==> config.mk <==
export PLATFORM = sky130hd
export DESIGN_NAME = smu_bitstream_serializer
export DESIGN_NICKNAME = d
export VERILOG_FILES = /design/src/rtl/smu_cfg_pkg.sv /design/src/rtl/smu_bitstream_serializer.sv
export SDC_FILE = /design/constraint.sdc
export NUM_CORES = 1
export LEC_CHECK = 0
export BUFFER_PORTS_ARGS = -buffer_cell sky130_fd_sc_hd__buf_2
export CAP_MARGIN = 5
export CORE_ASPECT_RATIO = 1.4
export CORE_MARGIN = 3
export CORE_UTILIZATION = 30
export DETAILED_ROUTE_END_ITERATION = 10
export HOLD_SLACK_MARGIN = 0.05
export PLACE_DENSITY_LB_ADDON = 0.2
export SLEW_MARGIN = 10
export SYNTH_ARGS = -nofsm -noshare
export SYNTH_HDL_FRONTEND = slang
export SYNTH_SLANG_ARGS = --single-unit
==> constraint.sdc <==
create_clock -name clk -period 3.4 [get_ports clk]
set_input_delay 0.68 -clock clk [delete_from_list [all_inputs] [get_ports clk]]
set_output_delay 0.68 -clock clk [all_outputs]
set_load 0.01 [all_outputs]
==> src/rtl/smu_cfg_pkg.sv <==
// Shared types and helpers for the SMU configuration bitstream link
// (serializer and deserializer).
package smu_cfg_pkg;

    typedef enum logic [1:0] {
        SER_IDLE   = 2'd0,
        SER_SHIFT  = 2'd1,
        SER_PARITY = 2'd2
    } smu_ser_state_t;

    // Bit counter width for a word of n payload bits; holds 0..n.
    function automatic int unsigned smu_cnt_width(input int unsigned n);
        return $clog2(n + 1);
    endfunction

endpackage

==> src/rtl/smu_bitstream_serializer.sv <==
// Transmit side of the SMU config bitstream link: captures a parallel word and shifts it out MSB first.
// Optional trailing even-parity bit when SMU_SER_PARITY_EN is defined.
module smu_bitstream_serializer
    import smu_cfg_pkg::*;
#(
    parameter int unsigned CFG_SIZE = 100
) (
    input  logic                clk,
    input  logic                rst,
    input  logic [CFG_SIZE-1:0] CfgIn,
    input  logic                CfgLoad,
    output logic                CfgReady,
    input  logic                StreamStall,
    output logic                SerialOut,
    output logic                StreamValid,
    output logic                CfgSent
);

    localparam int unsigned     CNT_W    = smu_cnt_width(CFG_SIZE);
    localparam logic [CNT_W-1:0] LAST_IDX = CNT_W'(CFG_SIZE - 1);

    smu_ser_state_t      state_q, state_d;
    logic [CFG_SIZE-1:0] shift_q, shift_d;
    logic [CNT_W-1:0]    count_q, count_d;
    logic                sent_q,  sent_d;
`ifdef SMU_SER_PARITY_EN
    logic                parity_q, parity_d;
`endif

    // State and datapath registers.
    always_ff @(posedge clk or posedge rst) begin
        if (rst) begin
            state_q  <= SER_IDLE;
            shift_q  <= '0;
            count_q  <= '0;
            sent_q   <= 1'b0;
`ifdef SMU_SER_PARITY_EN
            parity_q <= 1'b0;
`endif
        end else begin
            state_q  <= state_d;
            shift_q  <= shift_d;
            count_q  <= count_d;
            sent_q   <= sent_d;
`ifdef SMU_SER_PARITY_EN
            parity_q <= parity_d;
`endif
        end
    end

    // Next-state and handshake; StreamValid follows state so a reset drops it at once.
    always_comb begin
        state_d     = state_q;
        shift_d     = shift_q;
        count_d     = count_q;
        sent_d      = sent_q;
`ifdef SMU_SER_PARITY_EN
        parity_d    = parity_q;
`endif
        CfgReady    = 1'b0;
        StreamValid = 1'b0;
        SerialOut   = shift_q[CFG_SIZE-1];

        case (state_q)
            SER_IDLE: begin
                CfgReady = 1'b1;
                if (CfgLoad) begin
                    shift_d  = CfgIn;
                    count_d  = '0;
                    sent_d   = 1'b0;
                    state_d  = SER_SHIFT;
`ifdef SMU_SER_PARITY_EN
                    parity_d = ^CfgIn;
`endif
                end
            end

            SER_SHIFT: begin
                StreamValid = !StreamStall;
                if (!StreamStall) begin
                    shift_d = {shift_q[CFG_SIZE-2:0], 1'b0};
                    count_d = count_q + CNT_W'(1);
                    if (count_q == LAST_IDX) begin
`ifdef SMU_SER_PARITY_EN
                        state_d = SER_PARITY;
`else
                        state_d = SER_IDLE;
                        sent_d  = 1'b1;
`endif
                    end
                end
            end

`ifdef SMU_SER_PARITY_EN
            SER_PARITY: begin
                SerialOut   = parity_q;
                StreamValid = !StreamStall;
                if (!StreamStall) begin
                    state_d = SER_IDLE;
                    sent_d  = 1'b1;
                end
            end
`endif

            default: begin
                state_d = SER_IDLE;
            end
        endcase
    end

    assign CfgSent = sent_q;

endmodule

* After elaboration in Yosys (flattened, before gate mapping)
Cells that the tools add are included.
** Word-level totals
- ROM bits :: 0
- Output and inout bits :: 4
- Logic and storage cells :: 32
- Memories :: 0
- Latch bits :: 0
- Bits in writable memories :: 0
- Register bits after elaboration :: 110
- Input bits :: 104
** Cells by class
- Bitwise operators :: 0
- Magnitude comparators :: 0
- Reductions and logical operators :: 6
- Div/mod/pow operators :: 0
- Shift-type cells :: 0
- Equal/unequal tests :: 5
- $mul :: 0
- Multiplexer cells :: 16
- $add $sub $neg :: 1
** Operator list (count)
- 100-bit 2-to-1 mux :: 2
- 100-bit one-hot mux with 2 select lines :: 1
- 7-bit 2-to-1 mux :: 2
- 7-bit one-hot mux with 2 select lines :: 1
- 7-bit by 1-bit adder with 7-bit output (second input constant) :: 1
- 7-bit equality test (second input constant) :: 1
- 2-bit 2-to-1 mux :: 3
- 2-bit != test (second input constant) :: 3
- 3-bit AND reduction :: 2
- 1-bit 2-to-1 mux :: 5
- 2-bit one-hot mux with 2 select lines :: 1
- 4-bit AND reduction :: 1
- 2-bit by 1-bit equality test with 1-bit output (second input constant) :: 1
- 2-bit zero test :: 1
- 1-bit one-hot mux with 2 select lines :: 1
- 2-bit nonzero test :: 1
- 1-bit zero test :: 1

* Depth between registers and ports, before layout
Gate-level depths: netlist (run 1).
- Depth after elaboration :: 4
- Depth in mapped cells :: 8
- Mapped depth without buffers :: 4

* Worst setup path after synthesis (run 1)
Ideal clock, no wire load.
- Path type :: input-to-output
- Start :: input StreamStall
- End :: output StreamValid
- Required time :: 2.720 ns
- Stages :: 3
- Arrival time :: 1.009 ns
- Path buffers :: 1
- Setup slack :: 1.711 ns
- Path through :: nand2b_1 buf_4 inv_4
** Between the ends
- Cells in the longest elaborated chain, start to end :: 2
** RTL lines
- start: declaration :: line smu_bitstream_serializer.sv:13 : input logic StreamStall,
- 1-bit zero test
- 1-bit 2-to-1 mux :: line smu_bitstream_serializer.sv:64 : case (state_q)
- end: declaration :: line smu_bitstream_serializer.sv:15 : output logic StreamValid,
No other way between the ends.

* Worst setup path after layout (run 1)
- Start :: register state_q[0]
- End :: register count_q[6]
** Between the ends
- Cells in the longest elaborated chain, start to end :: 3
- Elaborated cells on any way between the ends :: 7
- Those cells by class :: eq/ne (3); mux (1); reduce/logical (3)
** RTL lines
- start: declaration :: line smu_bitstream_serializer.sv:22 : smu_ser_state_t state_q, state_d;
- start signal: assignment :: line smu_bitstream_serializer.sv:41 : state_q <= state_d;
- 2-bit by 1-bit equality test with 1-bit output / 2-bit zero test (equally long branches) :: line smu_bitstream_serializer.sv:64
- 2-bit != test (no source line) / 2-bit nonzero test (equally long branches)
- 3-bit AND reduction (no source line)
- end signal: assignment :: line smu_bitstream_serializer.sv:43 : count_q <= count_d;
- end: declaration :: line smu_bitstream_serializer.sv:24 : logic [CNT_W-1:0] count_q, count_d;
Parallel ways exist; a longest one is shown, timed or not.
A chain may end at the register's enable or synchronous reset.

==> summary.md, run 1 <==
| Metric | Value |
|---|---|
| CTS max path bufs | `2` |
| Number of remaining DRC errors | `0` |
| Vias in the first global route | `4048` |
| Die ar. | `18940 sq um` |
| Syn Nets | `589` |
| Slew headroom | `0.2568` |
| Total track usage | `0.1369` |
| P&R area growth vs syn | `18.82%` |
| Io pins | `108` |
| Initial antenna violation count | `0` |
| Critical Path RT | `3.62 ns` |
| Wirelength, routed | `12.56 mm` |
| LEAKAGE | `0.003364 uW` |
| Initial Util | `0.3074` |
| GPL Wtd Cong | `0.6809` |
| H-tree Lvls | `3` |
| TritonCTS clock tree | `yes` |
| Net count, final | `666` |
| Slowest library cell on the worst path | `buf_4` |
| Crit. End Element | `flop` |
| Ant. Diodes | `0` |
| Fin. max-slew vios | `0` |
| Die width | `117.2 microns` |
| Tcrit/Tclk final | `0.5751` |
| Total power | `3118 uW` |
| Final Hold Fails | `0` |
| Pin count of the biggest net entering global routing | `110` |
| Post_cts resized | `0` |
| Clock sinks | `109` |
| Crit-path cells | `buf_4, nand4b_1, o211ai_1, o31ai_1` |
| Final setup vio count | `0` |
| Worst-path clk slew | `0.07 ns` |
| Status | `completed` |
| #FFs+latches synth | `109` |
| Most frequent cells in the layout | `108 x dfrtp_1, 107 x buf_2, 103 x nand3_1` |
| Startpoint Class | `flop` |
| Worst Hold Class | `in -> async` |
| Post-CTS Setup Bufs | `0` |
| P per Cell Area | `505.5 nW/um^2` |
| Iteration-0 DRC Markers | `228` |
| Vert. Die Dim | `161.6 microns` |
| Cell row count | `56` |
| TNS Setup | `0 ns` |
| Final core utilization | `0.3653` |
| Worst slew pin tran | `1.115 ns` |
| Synth cell types | `25` |
| Via Count | `3997` |
| Largest stage delay on the critical path | `0.72 ns` |
| RSZ-0062 raised after global routing | `no` |
| Clock skew | `0.009497 ns` |
| Port Buffers | `107` |
| Max Clk Rate | `0.5115 GHz` |
| CORE AREA | `16890 sq um` |
| Worst EP arrival | `2.18 ns` |
| DRT Pass-1 Iters | `4` |
| Layout cell share with drive strength beyond 1 | `0.2354` |
| Ys Warns | `0` |
| Final HPWL DP | `7.661 mm` |
| GRT Residual Overflow | `0` |
| First-pass GRT wire length | `20.64 mm` |
| CP Class | `reg -> reg` |
| Clk_lat worst skew | `0.35 ns` |
| Max-Cap Viols | `0` |
| Hold slack | `0.4713 ns` |
| TritonCTS Buffers | `9` |
| Drt wl/cell | `15.76 microns` |
| Crit Path Max Fanout | `57` |
| Mapped Cells | `484` |
| Register area share after synthesis | `0.5254` |
| VDD IR max | `0.2154 mV` |
| Min cycle time layout | `1.955 ns` |
| Syn Std Cell Area | `5191 sq um` |
| Crit-path leading delay family | `buffers and inverters` |
| Mean Syn Cell Area | `10.73 sq um` |
| CTS root buf | `clkbuf_16` |
| Post-DRT Antenna Nets | `0` |
| Cts hold-fix bufs | `0` |
| Vias/cell | `5.015` |
| Commonest non-fill, non-tap cell in the layout | `dfrtp_1` |
| CP bufs+invs | `1` |
[worst register-to-register path: stages, from the launching register on]
cell      delay (ns)
dfrtp_4         0.45
buf_4           0.72
nand4b_1        0.31
o211ai_1        0.25
o31ai_1         0.10
[synth_stat cells, drive strengths merged]
| cell | number | share of area |
|---|---|---|
| a21oi | 1 | 0.0017 |
| a22o | 1 | 0.0017 |
| a32o | 1 | 0.0019 |
| buf | 38 | 0.046 |
| clkbuf | 9 | 0.0067 |
| dfrtp | 109 | 0.53 |
| ha | 1 | 0.0024 |
| inv | 3 | 0.0027 |
| mux2i | 99 | 0.19 |
| nand2 | 3 | 0.0022 |
| nand2b | 2 | 0.0024 |
| nand3 | 103 | 0.099 |
| nand3b | 1 | 0.0014 |
| nand4 | 1 | 0.0012 |
| nand4b | 1 | 0.0017 |
| nor4b | 1 | 0.0017 |
| o211ai | 4 | 0.0058 |
| o21a | 1 | 0.0014 |
| o21ai | 101 | 0.097 |
| o31ai | 4 | 0.0058 |
[sequential cells by signal, summed over array words and instances (netlist names)]
register and count:
CfgSent 1, count_q 7, shift_q 100, state_q 1
[per-stage QoR]
| stage | worst slack [ns] | instances | area, sq um |
|---|---|---|---|
| after detailed placement | 1.193 | 782 | 5854 |
| after global placement | 1.237 | 782 | 5854 |
| final | 1.445 | 797 | 6168 |
| after floorplan | 1.405 | 484 | 5195 |
| after CTS | 1.407 | 797 | 6168 |
| after global routing | 1.316 | 797 | 6168 |
[logic make-up after synthesis]
group	count (synthesis)	share of synthesized area
flip-flops	109	0.5254
AO/OA/AOI/OAI	113	0.1157
AND/OR/NAND/NOR	112	0.1099
multiplexers	99	0.1909
adder cells (fa/ha/maj)	1	0.002410
buffers and inverters	50	0.05568
[layer usage]
metal / up-vias / GRT usage / share of wire / routed length, microns
met5: - / 0 / 0 / 0
met4: 0 / 0.05164 / 0.022 / 274
met3: 16 / 0.03073 / 0.044 / 554
met2: 84 / 0.2075 / 0.49 / 6182
met1: 1985 / 0.1899 / 0.44 / 5550
li1: 1912 / - / - / -
[final timing paths]
check | depth (start not counted) | slack [ns] | start | end
max in group asynchronous | 3 | 2.45 | rst | shift_q[3]
min in group clk | 2 | 0.48 | CfgSent | CfgSent
setup / recovery | 4 | 1.44 | state_q[0] | count_q[6]
hold reg to reg | 2 | 0.48 | CfgSent | CfgSent
setup reg to reg | 4 | 1.44 | state_q[0] | count_q[6]
hold / removal | 3 | 0.47 | rst | shift_q[27]
[area by class of cell]
type | count | area [sq um]
Timing Repair Buffer | 113 | 618.1
Sequential cell | 109 | 2731
Fill cell | 1736 | 10720
Clock buffer | 10 | 229.0
Multi-Input combinational cell | 325 | 2197
Clock inverter | 5 | 85.08
Inverter | 3 | 17.52
Tap cell | 232 | 290.3
[report_power, final]
| group | leakage, uW | total (uW) | switching (uW) | internal, uW |
|---|---|---|---|---|
| Combinational | 0.00174 | 388 | 204 | 184 |
| Clock | 0.000149 | 1130 | 487 | 647 |
| Sequential | 0.00147 | 1600 | 115 | 1480 |
Note: power is estimated with default switching activity, not from simulation.
==> run 2: changes to the inputs <==
==> constraint.sdc (replaced) <==
create_clock -name clk -period 1.6 [get_ports clk]
set_input_delay 0.32 -clock clk [delete_from_list [all_inputs] [get_ports clk]]
set_output_delay 0.32 -clock clk [all_outputs]
set_load 0.01 [all_outputs]
==> run 2 against run 1 <==
  * Total power up 120%
  * Critical path type is now reg -> out
  * Routed wire length down 0.68%
  * Die area unchanged
==> summary.md, run 2 (same netlist as run 1, synthesis figures left out) <==
| Metric | Value |
|---|---|
| Commonest non-fill, non-tap cell in the layout | `dfrtp_1 (unchanged)` |
| Post-DRT Antenna Nets | `0 (unchanged)` |
| Cell row count | `56 (unchanged)` |
| Startpoint Class | `flop (unchanged)` |
| Vert. Die Dim | `161.6 microns (unchanged)` |
| Die ar. | `18940 sq um (unchanged)` |
| First-pass GRT wire length | `20.50 mm (was 20.64 mm)` |
| P per Cell Area | `1071 nW/um^2 (was 505.5 nW/um^2)` |
| Placed insts | `786 (was 782)` |
| Largest stage delay on the critical path | `0.55 ns (was 0.72 ns)` |
| Max Clk Rate | `0.6458 GHz` |
| Vias in the first global route | `4116 (was 4048)` |
| Critical Path RT | `1.28 ns (was 3.62 ns)` |
| Pre-CTS setup slack | `0.1585 ns (was 1.193 ns)` |
| Crit-path cells | `inv_1, buf_2 (was buf_4, nand4b_1, o211ai_1, o31ai_1)` |
| Clock sinks | `109 (unchanged)` |
| Crit. End Element | `output port (was flop)` |
| TritonCTS clock tree | `yes (unchanged)` |
| Slowest library cell on the worst path | `dfrtp_4 (was buf_4)` |
| Vias/cell | `4.966 (was 5.015)` |
| Worst EP arrival | `1.23 ns (was 2.18 ns)` |
| H-tree Lvls | `3 (unchanged)` |
| Via Count | `3973 (was 3997)` |
| Tcrit/Tclk final | `0.9678` |
| Crit-path leading delay family | `flip-flops (was buffers and inverters)` |
| RR Startpoint | `state_q[0] (unchanged)` |
| Max-Cap Viols | `0 (unchanged)` |
| GPL Wtd Cong | `0.6864 (was 0.6809)` |
| Number of remaining DRC errors | `0 (unchanged)` |
| Wirelength, routed | `12.48 mm (was 12.56 mm)` |
| Max reg flops | `100 (unchanged)` |
| Iteration-0 DRC Markers | `208 (was 228)` |
| Port Buffers | `107 (unchanged)` |
| Cts hold-fix bufs | `0 (unchanged)` |
| Min cycle time layout | `1.549 ns` |
| CORE AREA | `16890 sq um (unchanged)` |
| Top Registers | `shift_q: 100 flops, count_q: 7 flops (unchanged)` |
| P&R area growth vs syn | `21.11% (was 18.82%)` |
| Largest register by flop count | `shift_q (unchanged)` |
| Worst reg-to-reg path cell count | `5 (was 4)` |
| Die width | `117.2 microns (unchanged)` |
| CP Class | `reg -> out (was reg -> reg)` |
| Final WS setup | `0.05149 ns (was 1.445 ns)` |
| Net count, final | `670 (was 666)` |
| Final Non-Filler Cells | `800 (was 797)` |
| Layout cell share with drive strength beyond 1 | `0.2394 (was 0.2354)` |
| Post-CTS Setup Bufs | `0 (unchanged)` |
| RSZ-0062 raised after global routing | `no (unchanged)` |
| Worst Hold Class | `in -> async (unchanged)` |
| Ant. Diodes | `0 (unchanged)` |
| Post_cts resized | `0 (unchanged)` |
| Clk_lat worst skew | `0.34 ns (was 0.35 ns)` |
| Most frequent cells in the layout | `108 x dfrtp_1, 107 x buf_2, 103 x nand3_1 (unchanged)` |
| Io pins | `108 (unchanged)` |
| Crit Path Max Fanout | `8 (was 57)` |
| LEAKAGE | `0.003425 uW (was 0.003364 uW)` |
| Drt wl/cell | `15.60 microns (was 15.76 microns)` |
| Final Hold Fails | `0 (unchanged)` |
| Total power | `6734 uW (was 3118 uW)` |
| Final HPWL DP | `7.925 mm (was 7.661 mm)` |
| Fin. max-slew vios | `0 (unchanged)` |
| TritonCTS Buffers | `9 (unchanged)` |
| Final setup vio count | `0 (unchanged)` |
| VDD IR max | `0.4751 mV (was 0.2154 mV)` |
| Initial Util | `0.3074 (unchanged)` |
| DRT Pass-1 Iters | `4 (unchanged)` |
| Initial antenna violation count | `0 (unchanged)` |
| GRT Residual Overflow | `0 (unchanged)` |
| CTS root buf | `clkbuf_16 (unchanged)` |
| Worst slew pin tran | `0.4137 ns (was 1.115 ns)` |
| Worst-path clk slew | `0.07 ns (about the same)` |
| Slew headroom | `0.7242 (was 0.2568)` |
| FF-to-FF setup slack | `0.15 ns (was 1.44 ns)` |
| CTS max path bufs | `2 (unchanged)` |
| CP bufs+invs | `2 (was 1)` |
| Status | `completed (unchanged)` |
| Total track usage | `0.1348 (was 0.1369)` |
| Clock skew | `0.008392 ns (was 0.009497 ns)` |
| Pin count of the biggest net entering global routing | `90 (was 110)` |
| Reg-to-reg critical path endpoint | `shift_q[48] (was count_q[6])` |
==> run 2: changes by cell type in the layout (fill, tap and decap cells not counted) <==
cell	change
bufinv_16	+1
clkinvlp_4	-1
buf_4	-2
inv_6	-1
buf_12	+6
==> run 2: report_power, final <==
group / total, uW / internal, uW / switching (uW)
Sequential: 3400 / 3150 / 250
Clock: 2500 / 1520 / 978
Combinational: 840 / 407 / 433
Total: 6730 / 5070 / 1660
==> run 2: how the worst max path moves through the flow <==
stage | from | to | slack, ns | cells after the start
after CTS | state_q[0] | CfgReady | 0.03 | 2
after global routing | state_q[0] | CfgReady | 0.003 | 2
final | state_q[0] | CfgReady | 0.05 | 2
after detailed placement | state_q[0] | shift_q[22] | 0.16 | 5
after floorplan | rst | CfgSent | -0.04 | 1
after global placement | state_q[0] | shift_q[36] | 0.21 | 5
==> run 2: worst register-to-register path: stages (launching register included) <==
cell and delay, ns:
dfrtp_4 0.55, nand2b_4 0.13, inv_4 0.05, a21oi_4 0.17, buf_12 0.25, o21ai_0 0.17
==> run 2: layout make-up <==
| type | instances | area (sq um) |
|---|---|---|
| Fill cell | 1730 | 10600 |
| Sequential cell | 109 | 2731 |
| Timing Repair Buffer | 117 | 723.2 |
| Inverter | 3 | 17.52 |
| Multi-Input combinational cell | 325 | 2197 |
| Tap cell | 232 | 290.3 |
| Clock inverter | 4 | 98.84 |
| Clock buffer | 10 | 229.0 |
==> run 2: through the flow <==
stage	cell area [sq um]	hold WS [ns]	util	setup TNS, ns
floorplan	5195	0.4370	-	-3.868
global placement	5959	0.4417	0.3529	0
CTS	6287	0.07439	0.3723	0
global route	6287	0.09409	0.3723	0
finish	6287	0.06615	0.3723	0
detailed placement	5959	0.4504	0.3529	0
==> run 2: routing by layer <==
layer | part of all wire | vias to the layer above | global-route usage | routed length (microns)
met5 | 0 | - | 0 | 0
li1 | - | 1922 | - | -
met4 | 0.018 | 0 | 0.04799 | 227
met1 | 0.46 | 1965 | 0.1802 | 5694
met3 | 0.033 | 14 | 0.02474 | 406
met2 | 0.49 | 72 | 0.2168 | 6149
==> run 3: changes to the inputs <==
==> constraint.sdc (replaced) <==
create_clock -name clk -period 1.6 [get_ports clk]
set_input_delay 0.32 -clock clk [delete_from_list [all_inputs] [get_ports clk]]
set_output_delay 0.32 -clock clk [all_outputs]
set_load 0.1 [all_outputs]
==> run 3 against run 2 <==
  * Clock skew rose by 0.0025 ns
  * Clock power shrank 8.0%
  * Routed wire length rose by 1.3%
  * Cell area rose by 1.9%
  * Critical endpoint unchanged
  * Largest cell class unchanged
  * Largest power group unchanged
==> summary.md, run 3 (same netlist as run 1, synthesis figures left out) <==
| Metric | Value |
|---|---|
| Die width | `117.2 microns (unchanged)` |
| Initial antenna violation count | `0 (unchanged)` |
| CTS root buf | `clkbuf_16 (unchanged)` |
| Crit Path Max Fanout | `6 (was 8)` |
| Final Non-Filler Cells | `811 (was 800)` |
| Max Clk Rate | `0.6524 GHz (was 0.6458 GHz)` |
| Via Count | `3930 (was 3973)` |
| Critical Path RT | `1.28 ns (about the same)` |
| GRT Residual Overflow | `0 (unchanged)` |
| CTS max path bufs | `2 (unchanged)` |
| P&R area growth vs syn | `23.45% (was 21.11%)` |
| Vert. Die Dim | `161.6 microns (unchanged)` |
| Post_cts resized | `0 (unchanged)` |
| Slew headroom | `0.6583 (was 0.7242)` |
| Number of remaining DRC errors | `0 (unchanged)` |
| Tcrit/Tclk final | `0.9580 (was 0.9678)` |
| First-pass GRT wire length | `20.88 mm (was 20.50 mm)` |
| Placed Instance Area | `6083 sq um (was 5959 sq um)` |
| Io pins | `108 (unchanged)` |
| Final Hold Fails | `0 (unchanged)` |
| Pin count of the biggest net entering global routing | `104 (was 90)` |
| Total track usage | `0.1370 (was 0.1348)` |
| Placed insts | `793 (was 786)` |
| Clock skew | `0.01086 ns (was 0.008392 ns)` |
| Most frequent cells in the layout | `108 x dfrtp_1, 105 x buf_2, 103 x nand3_1 (was 108 x dfrtp_1, 107 x buf_2, 103 x nand3_1)` |
| VDD IR max | `0.4358 mV (was 0.4751 mV)` |
| Commonest non-fill, non-tap cell in the layout | `dfrtp_1 (unchanged)` |
| Clock sinks | `109 (unchanged)` |
| Wirelength, routed | `12.63 mm (was 12.48 mm)` |
| Vias/cell | `4.846 (was 4.966)` |
| Final HPWL DP | `8.437 mm (was 7.925 mm)` |
| Fillers | `1709 (was 1730)` |
| Ant. Diodes | `0 (unchanged)` |
| Crit. End Element | `output port (unchanged)` |
| TritonCTS clock tree | `yes (unchanged)` |
| Net count, final | `679 (was 670)` |
| Port Buffers | `107 (unchanged)` |
| Max-Cap Viols | `0 (unchanged)` |
| H-tree Lvls | `3 (unchanged)` |
| LEAKAGE | `0.003472 uW (was 0.003425 uW)` |
| Vias in the first global route | `4156 (was 4116)` |
| Fin. max-slew vios | `0 (unchanged)` |
| Worst slew pin tran | `0.5161 ns (was 0.4137 ns)` |
| Initial Util | `0.3074 (unchanged)` |
| Iteration-0 DRC Markers | `231 (was 208)` |
| TritonCTS Buffers | `9 (unchanged)` |
| Clk_lat worst skew | `0.34 ns (about the same)` |
| Cell row count | `56 (unchanged)` |
| DRT Pass-1 Iters | `4 (unchanged)` |
| P per Cell Area | `1029 nW/um^2 (was 1071 nW/um^2)` |
| Worst Hold Class | `in -> reg (was in -> async)` |
| Startpoint Class | `flop (unchanged)` |
| Largest register by flop count | `shift_q (unchanged)` |
| CP Class | `reg -> out (unchanged)` |
| Final Instance Area | `6409 sq um (was 6287 sq um)` |
| FF-to-FF setup slack | `0.15 ns (about the same)` |
| CORE AREA | `16890 sq um (unchanged)` |
| Top Registers | `shift_q: 100 flops, count_q: 7 flops (unchanged)` |
| RSZ-0062 raised after global routing | `no (unchanged)` |
| Max reg flops | `100 (unchanged)` |
| Layout cell share with drive strength beyond 1 | `0.2556 (was 0.2394)` |
| GPL Wtd Cong | `0.7531 (was 0.6864)` |
| Status | `completed (unchanged)` |
| Min cycle time layout | `1.533 ns (was 1.549 ns)` |
| Post-DRT Antenna Nets | `0 (unchanged)` |
| Worst EP arrival | `1.21 ns (was 1.23 ns)` |
| Worst-path clk slew | `0.08 ns (was 0.07 ns)` |
| Final setup vio count | `0 (unchanged)` |
| Drt wl/cell | `15.58 microns (was 15.60 microns)` |
| Die ar. | `18940 sq um (unchanged)` |
## run 3: what timing repair did
action,CTS,global route
endpoints found under the hold margin,8,0
setup buffers,0,1
setup endpoints to repair,0,1
hold buffers,1,0
## run 3: cell type report
class	count	area, sq um	area share
flip-flops and latches	109	2731	0.4262
multi-input cells	325	2197	0.3428
repair buffers	126	860.8	0.1343
well taps	232	290.3	0.04529
clock buffers	10	239.0	0.03729
clock inverters	6	68.82	0.01074
inverters	3	21.27	0.003319
## run 3: critical path, cell delays in order, from the launching register on
cell and delay (ns):
dfrtp_4 0.54, clkinvlp_4 0.15, buf_12 0.18
## run 3: report_power, final
part / total [uW] / leakage (uW) / switching, uW / internal [uW]
clock network: 2300 / 0.000149 / 1030 / 1270
registers: 3400 / 0.00147 / 249 / 3150
logic: 903 / 0.00185 / 481 / 422
## run 3: stage by stage
stage | util | setup WS [ns] | hold WS, ns | setup TNS (ns) | total power, uW
after floorplan | - | -0.03869 | 0.4370 | -6.211 | 4009
after global placement | 0.3603 | 0.1944 | 0.3292 | 0 | 4325
after detailed placement | 0.3603 | 0.1406 | 0.3267 | 0 | 4370
after CTS | 0.3791 | 0.02407 | 0.2356 | 0 | 6712
after global routing | 0.3795 | 0.01114 | 0.2317 | 0 | 7002
final | 0.3795 | 0.06718 | 0.2483 | 0 | 6596
## run 3: per-layer routing
layer / GRT usage / vias to the layer above / share of wire
li1: - / 1935 / -
met5: 0 / - / 0
met2: 0.2212 / 67 / 0.49
met4: 0.03443 / 0 / 0.011
met3: 0.02999 / 9 / 0.041
met1: 0.1859 / 1919 / 0.45
## run 3: worst paths after layout
| kind | from | to | cells after the start |
|---|---|---|---|
| min in group asynchronous | rst | shift_q[0] | 3 |
| hold reg to reg | CfgSent | CfgSent | 2 |
| setup reg to reg | state_q[0] | shift_q[36] | 5 |
| setup / recovery | state_q[0] | CfgReady | 2 |
| hold / removal | CfgIn[61] | shift_q[61] | 3 |
| max in group asynchronous | rst | shift_q[10] | 4 |
